File: config.mk
export PLATFORM = sky130hd
export DESIGN_NAME = param_cpu_flat
export DESIGN_NICKNAME = d
export VERILOG_FILES = /design/src/rtl/param_cpu_pkg.sv /design/src/rtl/param_cpu_if.sv /design/src/rtl/param_alu.sv /design/src/rtl/param_cpu.sv /design/src/flat_wrapper.sv
export SDC_FILE = /design/constraint.sdc
export NUM_CORES = 1
export LEC_CHECK = 0
export CAP_MARGIN = 5
export CORE_MARGIN = 4
export CORE_UTILIZATION = 52
export CTS_CLUSTER_SIZE = 20
export DETAILED_ROUTE_END_ITERATION = 10
export GPL_TIMING_DRIVEN = 1
export HOLD_SLACK_MARGIN = 0.12
export PLACE_DENSITY_LB_ADDON = 0.25
export SYNTH_ARGS = -nofsm -noshare
export SYNTH_HDL_FRONTEND = slang
export SYNTH_HIERARCHICAL = 1
export SYNTH_SLANG_ARGS = --single-unit
File: constraint.sdc
create_clock -name clk -period 4 [get_ports clk]
set_input_delay 0.6 -clock clk [delete_from_list [all_inputs] [get_ports clk]]
set_output_delay 0.6 -clock clk [all_outputs]
set_load 0.02 [all_outputs]
File: src/rtl/param_cpu_pkg.sv
// Shared definitions for the param_cpu trainer core: opcodes, FSM states,
// the 16-bit instruction layout and a small decode helper.
package param_cpu_pkg;

  localparam int INSTR_W = 16;

  localparam logic [3:0] OP_ADD  = 4'h0;
  localparam logic [3:0] OP_SUB  = 4'h1;
  localparam logic [3:0] OP_AND  = 4'h2;
  localparam logic [3:0] OP_OR   = 4'h3;
  localparam logic [3:0] OP_XOR  = 4'h4;
  localparam logic [3:0] OP_LDI  = 4'h5;
  localparam logic [3:0] OP_LD   = 4'h6;
  localparam logic [3:0] OP_ST   = 4'h7;
  localparam logic [3:0] OP_JMP  = 4'h8;
  localparam logic [3:0] OP_BZ   = 4'h9;
  localparam logic [3:0] OP_OUT  = 4'hA;
  localparam logic [3:0] OP_HALT = 4'hF;

  typedef enum logic [2:0] {
    S_IDLE,
    S_FETCH,
    S_DECODE,
    S_EXEC,
    S_WB,
    S_HALT
  } state_e;

  // [15:12] op, [11:10] rd, [9:8] rs, [7:0] imm
  typedef struct packed {
    logic [3:0] op;
    logic [1:0] rd;
    logic [1:0] rs;
    logic [7:0] imm;
  } instr_t;

  // Ops 0..6 write a register and refresh the zero flag.
  function automatic logic op_writes_reg(input logic [3:0] op);
    return op <= OP_LD;
  endfunction

endpackage

File: src/rtl/param_cpu_if.sv
// Board-side bus of the param_cpu core.
//   run        : level, 1 = execute, 0 = stop at next instruction boundary
//   prog_we/addr/data : program-memory load port (honoured in IDLE/HALT only)
//   cpu_out    : output register, written by OUT
//   out_valid  : 1-cycle pulse when cpu_out is updated
//   halted     : 1 while in HALT
//   busy       : 1 while FETCH..WB
// master = board/controller side, slave = CPU side.
interface param_cpu_if #(
  parameter int DW   = 8,
  parameter int PC_W = 6
);
  logic            run;
  logic            prog_we;
  logic [PC_W-1:0] prog_addr;
  logic [15:0]     prog_data;
  logic [DW-1:0]   cpu_out;
  logic            out_valid;
  logic            halted;
  logic            busy;

  modport master (
    output run, prog_we, prog_addr, prog_data,
    input  cpu_out, out_valid, halted, busy
  );

  modport slave (
    input  run, prog_we, prog_addr, prog_data,
    output cpu_out, out_valid, halted, busy
  );
endinterface

File: src/rtl/param_alu.sv
// Combinational ALU of param_cpu.
//   op   : instruction opcode (ADD/SUB/AND/OR/XOR; LDI passes b through)
//   a, b : operands, DW bits
//   y    : result mod 2**DW (carry/borrow discarded)
//   zero : y == 0
module param_alu
  import param_cpu_pkg::*;
#(
  parameter int DW = 8
) (
  input  logic [3:0]    op,
  input  logic [DW-1:0] a,
  input  logic [DW-1:0] b,
  output logic [DW-1:0] y,
  output logic          zero
);

  always_comb begin
    // NOTE: every output of a combinational block gets a default first, so no path can leave it unassigned and infer a latch.
    y = '0;
    case (op)
      OP_ADD:  y = a + b;
      OP_SUB:  y = a - b;
      OP_AND:  y = a & b;
      OP_OR:   y = a | b;
      OP_XOR:  y = a ^ b;
      OP_LDI:  y = b;
      default: y = '0;
    endcase
    zero = (y == '0);
  end

endmodule

File: src/rtl/param_cpu.sv
// param_cpu: multi-cycle trainer CPU (FETCH -> DECODE -> EXEC -> WB, 4 cycles
// per instruction) with 4 x DW registers, 2**PC_W x 16 program memory and
// 2**DA_W x DW data memory, both synchronous-read.
//   clk, rst_n : clock, asynchronous active-low reset
//   bus        : param_cpu_if slave (run, program load port, cpu_out,
//                out_valid, halted, busy)
module param_cpu
  import param_cpu_pkg::*;
#(
  parameter int DW   = 8,
  parameter int PC_W = 6,
  parameter int DA_W = 4
) (
  input  logic         clk,
  input  logic         rst_n,
  param_cpu_if.slave   bus
);

  state_e          state_q, state_d;
  logic [PC_W-1:0] pc_q, pc_d;
  instr_t          instr_q, instr_d;
  logic [DW-1:0]   a_q, a_d, b_q, b_d, res_q, res_d;
  logic [DW-1:0]   cpu_out_q, cpu_out_d;
  logic            z_q, z_d, alu_z_q, alu_z_d, out_valid_q, out_valid_d;
  logic [DW-1:0]   regs_q [4];
  logic [DW-1:0]   regs_d [4];

  logic [INSTR_W-1:0] imem [2**PC_W];
  logic [DW-1:0]      dmem [2**DA_W];
  instr_t             fetch_q;
  logic [DW-1:0]      ld_data_q;

  logic [DW-1:0]   alu_y;
  logic            alu_zero;
  logic            imem_we, dmem_we;
  logic [DA_W-1:0] daddr;
  logic [DW-1:0]   wb_data;

  assign daddr   = instr_q.imm[DA_W-1:0];
  // Loading is only safe while no instruction is in flight.
  assign imem_we = bus.prog_we && (state_q == S_IDLE || state_q == S_HALT);
  assign dmem_we = (state_q == S_EXEC) && (instr_q.op == OP_ST);
  assign wb_data = (instr_q.op == OP_LD) ? ld_data_q : res_q;

  param_alu #(.DW(DW)) u_alu (
    .op   (instr_q.op),
    .a    (a_q),
    .b    (b_q),
    .y    (alu_y),
    .zero (alu_zero)
  );

  // NOTE: memories carry no reset; program and data contents survive rst_n, and a resettable array would not map onto RAM.
  always_ff @(posedge clk) begin
    if (imem_we)             imem[bus.prog_addr] <= bus.prog_data;
    if (state_q == S_FETCH)  fetch_q             <= instr_t'(imem[pc_q]);
    if (dmem_we)             dmem[daddr]         <= a_q;
    if (state_q == S_EXEC)   ld_data_q           <= dmem[daddr];
  end

  always_comb begin
    state_d     = state_q;
    pc_d        = pc_q;
    instr_d     = instr_q;
    a_d         = a_q;
    b_d         = b_q;
    res_d       = res_q;
    alu_z_d     = alu_z_q;
    z_d         = z_q;
    cpu_out_d   = cpu_out_q;
    out_valid_d = 1'b0;
    regs_d      = regs_q;

    case (state_q)
      S_IDLE:   if (bus.run) state_d = S_FETCH;
      S_FETCH:  state_d = S_DECODE;
      S_DECODE: begin
        instr_d = fetch_q;
        a_d     = regs_q[fetch_q.rd];
        b_d     = (fetch_q.op == OP_LDI) ? fetch_q.imm[DW-1:0] : regs_q[fetch_q.rs];
        state_d = S_EXEC;
      end
      S_EXEC: begin
        res_d   = alu_y;
        alu_z_d = alu_zero;
        // Registered here so cpu_out and out_valid appear together in WB.
        if (instr_q.op == OP_OUT) begin
          cpu_out_d   = a_q;
          out_valid_d = 1'b1;
        end
        state_d = S_WB;
      end
      S_WB: begin
        if (op_writes_reg(instr_q.op)) begin
          regs_d[instr_q.rd] = wb_data;
          z_d = (instr_q.op == OP_LD) ? (ld_data_q == '0) : alu_z_q;
        end
        pc_d = pc_q + 1'b1;
        if (instr_q.op == OP_JMP || (instr_q.op == OP_BZ && z_q))
          pc_d = instr_q.imm[PC_W-1:0];
        if (instr_q.op == OP_HALT) begin
          pc_d    = pc_q;
          state_d = S_HALT;
        end else begin
          state_d = bus.run ? S_FETCH : S_IDLE;
        end
      end
      S_HALT:   state_d = S_HALT;
      default:  state_d = S_IDLE;
    endcase
  end

  // NOTE: sequential state uses non-blocking assignments so every flop samples pre-edge values regardless of statement order.
  always_ff @(posedge clk or negedge rst_n) begin
    if (!rst_n) begin
      state_q     <= S_IDLE;
      pc_q        <= '0;
      instr_q     <= '0;
      a_q         <= '0;
      b_q         <= '0;
      res_q       <= '0;
      alu_z_q     <= 1'b0;
      z_q         <= 1'b0;
      cpu_out_q   <= '0;
      out_valid_q <= 1'b0;
      regs_q      <= '{default: '0};
    end else begin
      state_q     <= state_d;
      pc_q        <= pc_d;
      instr_q     <= instr_d;
      a_q         <= a_d;
      b_q         <= b_d;
      res_q       <= res_d;
      alu_z_q     <= alu_z_d;
      z_q         <= z_d;
      cpu_out_q   <= cpu_out_d;
      out_valid_q <= out_valid_d;
      regs_q      <= regs_d;
    end
  end

  assign bus.cpu_out   = cpu_out_q;
  assign bus.out_valid = out_valid_q;
  assign bus.halted    = (state_q == S_HALT);
  assign bus.busy      = state_q inside {S_FETCH, S_DECODE, S_EXEC, S_WB};

endmodule

File: src/flat_wrapper.sv
// flat-port wrapper written by rule: the top's interface ports become plain ports
module param_cpu_flat import param_cpu_pkg::*;
#(
  parameter int DW   = 8,
  parameter int PC_W = 6,
  parameter int DA_W = 4
)
  (clk, rst_n, bus_run, bus_prog_we, bus_prog_addr, bus_prog_data, bus_cpu_out, bus_out_valid, bus_halted, bus_busy);
  param_cpu_if #(.DW(DW), .PC_W(PC_W)) bus_i ();
  input  logic clk;
  input  logic rst_n;
  input wire logic [$bits(bus_i.run)-1:0] bus_run;
  input wire logic [$bits(bus_i.prog_we)-1:0] bus_prog_we;
  input wire logic [$bits(bus_i.prog_addr)-1:0] bus_prog_addr;
  input wire logic [$bits(bus_i.prog_data)-1:0] bus_prog_data;
  output wire logic [$bits(bus_i.cpu_out)-1:0] bus_cpu_out;
  output wire logic [$bits(bus_i.out_valid)-1:0] bus_out_valid;
  output wire logic [$bits(bus_i.halted)-1:0] bus_halted;
  output wire logic [$bits(bus_i.busy)-1:0] bus_busy;
  assign bus_i.run = bus_run;
  assign bus_i.prog_we = bus_prog_we;
  assign bus_i.prog_addr = bus_prog_addr;
  assign bus_i.prog_data = bus_prog_data;
  assign bus_cpu_out = bus_i.cpu_out;
  assign bus_out_valid = bus_i.out_valid;
  assign bus_halted = bus_i.halted;
  assign bus_busy = bus_i.busy;
  param_cpu #(.DW(DW), .PC_W(PC_W), .DA_W(DA_W)) u_core (.clk(clk), .rst_n(rst_n), .bus(bus_i));
endmodule
==> results.py, run 1 <==
metrics = {
    "logic_synthesis": {
        "synth_xor_xnor_area_share_pct": 0.208,
        "synth.top_cell.area_share_pct": 69.7,
        "syn_inst": 2585,
        "synthFlopType": "edfxtp_1",
        "synth.mux.area_fraction_pct": 15.5,
        "ys_ff_latch": 1264,
        "synth_fa_ha_area_share_pct": 0.657,
        "synth-compound-area-share_pct": 4.58,
        "avgSynthCellArea_um2": 19.6,
        "ys_warn_count": 6,
        "yosysSeqAreaShare_pct": 74.1,
        "synth_area_leaders": "edfxtp_1, mux4_2, dfrtp_1",
        "synth_nets": 2637,
        "synth_top_area_cell": "edfxtp_1",
        "synth_top_family_by_area": "multiplexers",
        "ys_types": 69,
        "async_reset_ff_share_pct": 6.96,
        "synth_area_um2": 50600,
        "synth-edff-count": 1176,
        "synth-simple-area-share_pct": 2.83,
    },
    "timing": {
        "setup_tns_ns": 0,
        "fmax_mhz": 258,
        "finalHoldViolCount": 0,
        "maxSlewHeadroom_pct": 0.843,
        "fin_skew_ns": 0.0257,
        "worst_slew_pin_slew_ns": 1.45,
        "finalSetupViolCount": 0,
        "maxSlewViolCount": 0,
        "rsz0062_at_grt": "no",
        "timing.final.ws_setup_ns": 0.120,
        "period_needed_ns": 3.88,
        "fin_crit_sh_pct": 97.0,
    },
    "place": {
        "dp.cells": 3907,
        "portBuffers": 36,
        "dp_slack_ns": 0.154,
        "hpwl_mm": 72.1,
        "globalplace.congestion": 0.827,
    },
    "critical_path": {
        "critPathMaxStageDelay_ns": 1.24,
        "setup.worst_path.class": "reg -> reg",
        "worst-path-buf-inv": 0,
        "path_delay_family": "compound AO/OA/AOI/OAI gates",
        "arrival_ns": 4.37,
        "crit_required_ns": 4.49,
        "slowest_stage": "a2111oi_0",
        "cp_max_fo": 36,
        "cp_cell_sequence": "or3b_2 > o22ai_1 > a2111oi_0 > a22oi_1 > and3_1",
        "start_kind": "flop",
        "r2r-start": "u_core/pc_q[1]$_DFFE_PN0P_",
        "end_kind": "flop",
        "cp-startpoint": "u_core/pc_q[1]$_DFFE_PN0P_",
    },
    "route": {
        "wl_mm": 118,
        "wl_per_cell_um": 28.6,
        "vias": 25900,
        "ant_nets": 0,
        "drt_iter0_markers": 3116,
        "drc": 0,
        "drt_pass1_iterations": 8,
        "vias_per_cell": 6.24,
    },
    "grt": {
        "grt_pass1_vias": 25900,
        "overflow": 0,
        "antenna_found_initial": 8,
        "grt_pass1_wl_mm": 175,
        "grt_max_degree": 89,
        "grt_usage_pct": 23.3,
    },
    "cells_and_area": {
        "area_growth_pct": 12.5,
        "n_fill_cell": 6955,
        "fin_cells": 4144,
        "nNetsFinal": 2819,
        "drive_above_1_share_pct": 23.6,
    },
    "cts": {
        "h-tree-depth": 4,
        "ctsHoldBuffers": 1,
        "cts_tree": "built",
        "postCtsResizedCells": 0,
        "cts_sinks": 1264,
        "clk_latency_ns": 0.73,
        "clk_pin_slew_ns": 0.06,
        "cts_buffers": 131,
        "post_cts_buffers": 0,
        "cts_root_buf": "clkbuf_16",
        "clock_path_buffers": 3,
    },
    "die": {
        "start_util_pct": 52.4,
        "num_rows": 114,
        "fp.dieW_um": 320,
        "pin_count": 37,
        "dieArea_um2": 102000,
        "die_y_um": 320,
        "fp.coreArea_um2": 96700,
    },
    "outcome": {
        "violations": "capacitance limit",
        "status": "finished, violations left",
    },
    "worst_hold_path": {
        "hold_start": "bus_prog_data[11]",
        "hold_class": "in -> reg",
    },
    "power": {
        "power.density_nw_per_um2": 683,
        "peakVddDrop_uv": 474,
        "power.leakage_uw": 0.0188,
    },
    "flow_run": {
        "maxCapViolCount": 1,
    },
}
## power by group
| group | leakage, µW | switching [µW] | total (µW) | internal, µW |
|---|---|---|---|---|
| combinational | 0.00512 | 6180 | 11200 | 5010 |
| sequential | 0.0117 | 1070 | 16400 | 15300 |
| clock | 0.00196 | 4840 | 11400 | 6520 |
## logic make-up after synthesis
family                     Yosys count
AOI/OAI and AO/OA                  318
xor gates and xnor gates            12
adders and majority gates           26
buffers and inverters              181
DFF                               1264
muxes                              484
and+or+nand+nor                    300
## final cells by class
cell class	instances	area [µm²]	area share, %
clock buffers	167	3500	6.14
diodes	6	15.0	0.0264
repair buffers	201	1650	2.90
inverters	29	109	0.191
multi-input cells	1140	12100	21.2
clock inverters	61	508	0.892
well taps	1276	1600	2.80
flip-flops and latches	1264	37500	65.9
## through the flow
step / hold WS (ns) / util, % / cell area, µm² / power (µW)
floorplan: 0.304 / - / 50600 / 24000
global placement: 0.475 / 54.7 / 52900 / 27500
detailed placement: 0.488 / 54.7 / 52900 / 27700
CTS: 0.361 / 58.9 / 56900 / 39100
global route: 0.413 / 58.9 / 56900 / 40500
finish: 0.411 / 58.9 / 57000 / 38900
## worst paths after layout
| check | end | slack, ns | depth (start not counted) |
|---|---|---|---|
| min in group asynchronous | u_core/b_q[7]$_DFFE_PN0P_ | 0.62 | 2 |
| min | u_core/imem[4][11]$_DFFE_PP_ | 0.41 | 1 |
| max reg2reg | u_core/fetch_q[0]$_DFFE_PP_ | 0.12 | 5 |
| min reg2reg | u_core/regs_q[10]$_DFFE_PN0P_ | 0.50 | 2 |
| max in group asynchronous | u_core/pc_q[0]$_DFFE_PN0P_ | 2.49 | 2 |
| max | u_core/fetch_q[0]$_DFFE_PP_ | 0.12 | 5 |
## cell usage after synthesis, drive strengths merged (11+ instances only)
master and number:
nand3 14, nand2 58, a21oi 45, o211ai 11, a2111oi 17, clkbuf 71, a211o 23, mux2i 197
nand2b 19, mux4 230, o221ai 11, o21ai 63, a221oi 35, nor2 140, a211oi 21, a22oi 15
ha 25, edfxtp 1176, buf 78, inv 29, a22o 12, mux2 57, o22ai 53, dfrtp 88
## flip-flops by register name, summed over array words and instances, names as in the netlist, 3 cells and up
| signal | flops |
|---|---|
| u_core/ld_data_q | 8 |
| u_core/bus.cpu_out | 8 |
| u_core/a_q | 8 |
| u_core/instr_q | 8 |
| u_core/pc_q | 6 |
| u_core/daddr | 4 |
| u_core/b_q | 8 |
| u_core/fetch_q | 16 |
| u_core/regs_q | 32 |
| u_core/dmem | 128 |
| u_core/imem | 1024 |
| u_core/res_q | 8 |
| u_core/state_q | 3 |
## metal layers
| layer | wire, µm | vias to the layer above | part of all wire, % | global-route usage (%) |
|---|---|---|---|---|
| met5 | 26 | - | 0.022 | 0 |
| met4 | 2860 | 4 | 2.4 | 6.75 |
| met3 | 11300 | 181 | 9.5 | 6.24 |
| met2 | 56100 | 1137 | 47 | 36.1 |
| met1 | 48100 | 13600 | 41 | 33.2 |
| li1 | - | 11000 | - | - |
## cell usage in the layout, fill, tap and decap left out, types with 47 or more instances in the layout
cell       count
mux2_2        57
mux4_2       219
o22ai_1       53
mux2i_1      197
buf_4        152
clkbuf_16    133
nor2_1       139
o21ai_0       47
dfrtp_1       83
edfxtp_1    1176
nand2_1       58
Power figures use the tool's default switching activity.
==> run 2, diff against run 1 <==
--- a/config.mk
+++ b/config.mk
@@ -6,7 +6,6 @@
 export NUM_CORES = 1
 export LEC_CHECK = 0
 export CAP_MARGIN = 5
-export CORE_MARGIN = 4
 export CORE_UTILIZATION = 52
 export CTS_CLUSTER_SIZE = 20
 export DETAILED_ROUTE_END_ITERATION = 10
==> constraint.sdc (replaced) <==
create_clock -name clk -period 4.4 [get_ports clk]
set_input_delay 0.66 -clock clk [delete_from_list [all_inputs] [get_ports clk]]
set_output_delay 0.66 -clock clk [all_outputs]
set_load 0.02 [all_outputs]
==> run 2 against run 1 <==
Compared with the run above:
- the run now ends clean
- first-iteration DRC count is 7.2% lower
- sequential power down 9.8%
- register-to-register slack improved by 0.63 ns
- core utilization hardly changed
- sequential share of layout area is 0.055 points higher
- clock-buffer cell count down 3
- clock skew about the same
- setup slack better by 0.63 ns
- non-clock buffer count is 28 lower
- clock power shrank 4%
==> results.py, run 2 (synthesized netlist as in run 1, its figures left out) <==
metrics = {
    "cts": {
        "post_cts_buffers": 0,
        "clk_pin_slew_ns": 0.06,
        "h-tree-depth": 4,
        "postCtsResizedCells": 0,
        "clk_latency_ns": 0.75,
        "clock_path_buffers": 3,
        "cts_sinks": 1264,
        "ctsHoldBuffers": 0,
        "cts_tree": "built",
        "cts_buffers": 130,
        "cts_root_buf": "clkbuf_16",
    },
    "cells_and_area": {
        "final_util_pct": 58.9,
        "final_cell_mix": "edfxtp_1, mux4_2, mux2i_1, nor2_1, buf_4",
        "regArea_um2": 37500,
        "area_growth_pct": 12.4,
        "n_antenna_cell": 0,
        "multiInputGateArea_um2": 12100,
        "mostFrequentLayoutCell": "edfxtp_1",
        "largest_register_ff_count": 1024,
        "n_fill_cell": 6787,
        "drive_above_1_share_pct": 23.3,
        "nNetsFinal": 2790,
        "largest-register": "u_core/imem",
        "layout_top_registers": "u_core/imem x1024, u_core/dmem x128, u_core/regs_q x32",
        "final_cell_area_um2": 56900,
    },
    "die": {
        "start_util_pct": 52.4,
        "die_y_um": 314,
        "fp.dieW_um": 314,
        "dieArea_um2": 98600,
        "fp.coreArea_um2": 96600,
        "pin_count": 37,
        "num_rows": 114,
    },
    "grt": {
        "grt_usage_pct": 24.4,
        "grt_max_degree": 96,
        "grt_pass1_wl_mm": 174,
        "overflow": 0,
        "grt_pass1_vias": 25600,
        "antenna_found_initial": 5,
    },
    "critical_path": {
        "reg2reg_slack_ns": 0.75,
        "cp_max_fo": 15,
        "setup.worst_path.class": "reg -> reg",
        "arrival_ns": 4.28,
        "start_kind": "flop",
        "end_kind": "flop",
        "crit_required_ns": 5.03,
    },
    "timing": {
        "fmax_mhz": 274,
        "fin_skew_ns": 0.0258,
        "maxSlewViolCount": 0,
        "rsz0062_at_grt": "no",
        "maxSlewHeadroom_pct": 14.5,
        "period_needed_ns": 3.65,
        "finalHoldViolCount": 0,
        "worst_slew_pin_slew_ns": 1.28,
        "finalSetupViolCount": 0,
        "setup_tns_ns": 0,
        "fin_crit_sh_pct": 83.0,
    },
    "place": {
        "globalplace.congestion": 0.853,
        "portBuffers": 36,
        "hpwl_mm": 73.2,
        "dpl-instance-area_um2": 52700,
    },
    "power": {
        "power_frac_clock_pct": 30.8,
        "power.total_uw": 35600,
        "power.switching_uw": 10900,
        "power.density_nw_per_um2": 626,
        "power.leakage_uw": 0.0188,
        "peakVddDrop_uv": 474,
        "pwr-share-comb_pct": 27.7,
        "internal-power_uw": 24700,
        "power_frac_seq_pct": 41.6,
        "switching_share_pct": 30.6,
    },
    "route": {
        "drt_pass1_iterations": 5,
        "vias_per_cell": 6.24,
        "ant_nets": 0,
        "wl_per_cell_um": 28.6,
        "drt_iter0_markers": 2892,
        "drc": 0,
        "wl_mm": 118,
        "vias": 25700,
    },
    "outcome": {
        "status": "completed",
    },
    "worst_hold_path": {
        "hold_class": "in -> async",
    },
    "flow_run": {
        "maxCapViolCount": 0,
    },
}
[run 2: stage by stage]
step | setup WS [ns] | std cells | hold WS, ns
floorplan | 0.952 | 2585 | 0.364
global placement | 0.781 | 3882 | 0.474
detailed placement | 0.774 | 3882 | 0.491
CTS | 0.752 | 4118 | 0.156
global route | 0.602 | 4118 | 0.205
finish | 0.747 | 4118 | 0.127
[run 2: power by group through the flow]
stage,Sequential (µW),Clock [µW],Combinational (µW)
after CTS,14800,11100,9900
after global placement,15000,0,9730
final,14800,11000,9860
after global routing,14900,11600,10500
after floorplan,14500,0,7340
after detailed placement,15100,0,9850
[run 2: per-layer routing]
layer | wire, µm | vias up | track usage [%] | share of wire, %
met1 | 48300 | 13400 | 34.9 | 41
met3 | 9260 | 207 | 4.37 | 7.9
met2 | 56500 | 1151 | 37.9 | 48
met4 | 3540 | 10 | 8.77 | 3.0
met5 | 69 | - | 0 | 0.059
li1 | - | 10900 | - | -
[run 2: final cells by class]
type | count | area share [%]
clock buffer | 164 | 6.05
timing repair buffer | 173 | 2.38
clock inverter | 72 | 1.42
tap | 1276 | 2.81
inverter | 29 | 0.191
multi-input combinational | 1140 | 21.2
sequential | 1264 | 65.9
[run 2: final timing paths]
check                                                from                                 to  cells past startpoint
max in group asynchronous                           rst_n         u_core/pc_q[2]$_DFFE_PN0P_                      1
max                        u_core/instr_q[14]$_DFFE_PN0P_         u_core/alu_z_q$_DFFE_PN0P_                     12
max reg2reg                u_core/instr_q[14]$_DFFE_PN0P_         u_core/alu_z_q$_DFFE_PN0P_                     12
min reg2reg                  u_core/regs_q[8]$_DFFE_PN0P_       u_core/regs_q[8]$_DFFE_PN0P_                      2
min                                                 rst_n  u_core/bus.cpu_out[6]$_DFFE_PN0P_                      1
min in group clk                         bus_prog_data[3]       u_core/imem[38][3]$_DFFE_PP_                      1
[run 2: worst max-delay path, stage by stage (launching register included)]
cell     delay [ns]
dfrtp_1        0.52
nor4b_2        0.34
buf_4          0.21
mux2_2         0.38
fa_1           0.41
or2b_1         0.28
a21oi_1        0.19
xor2_1         0.09
a211o_1        0.31
or4_4          0.54
nor4_2         0.14
nand2_1        0.07
o21ai_0        0.09
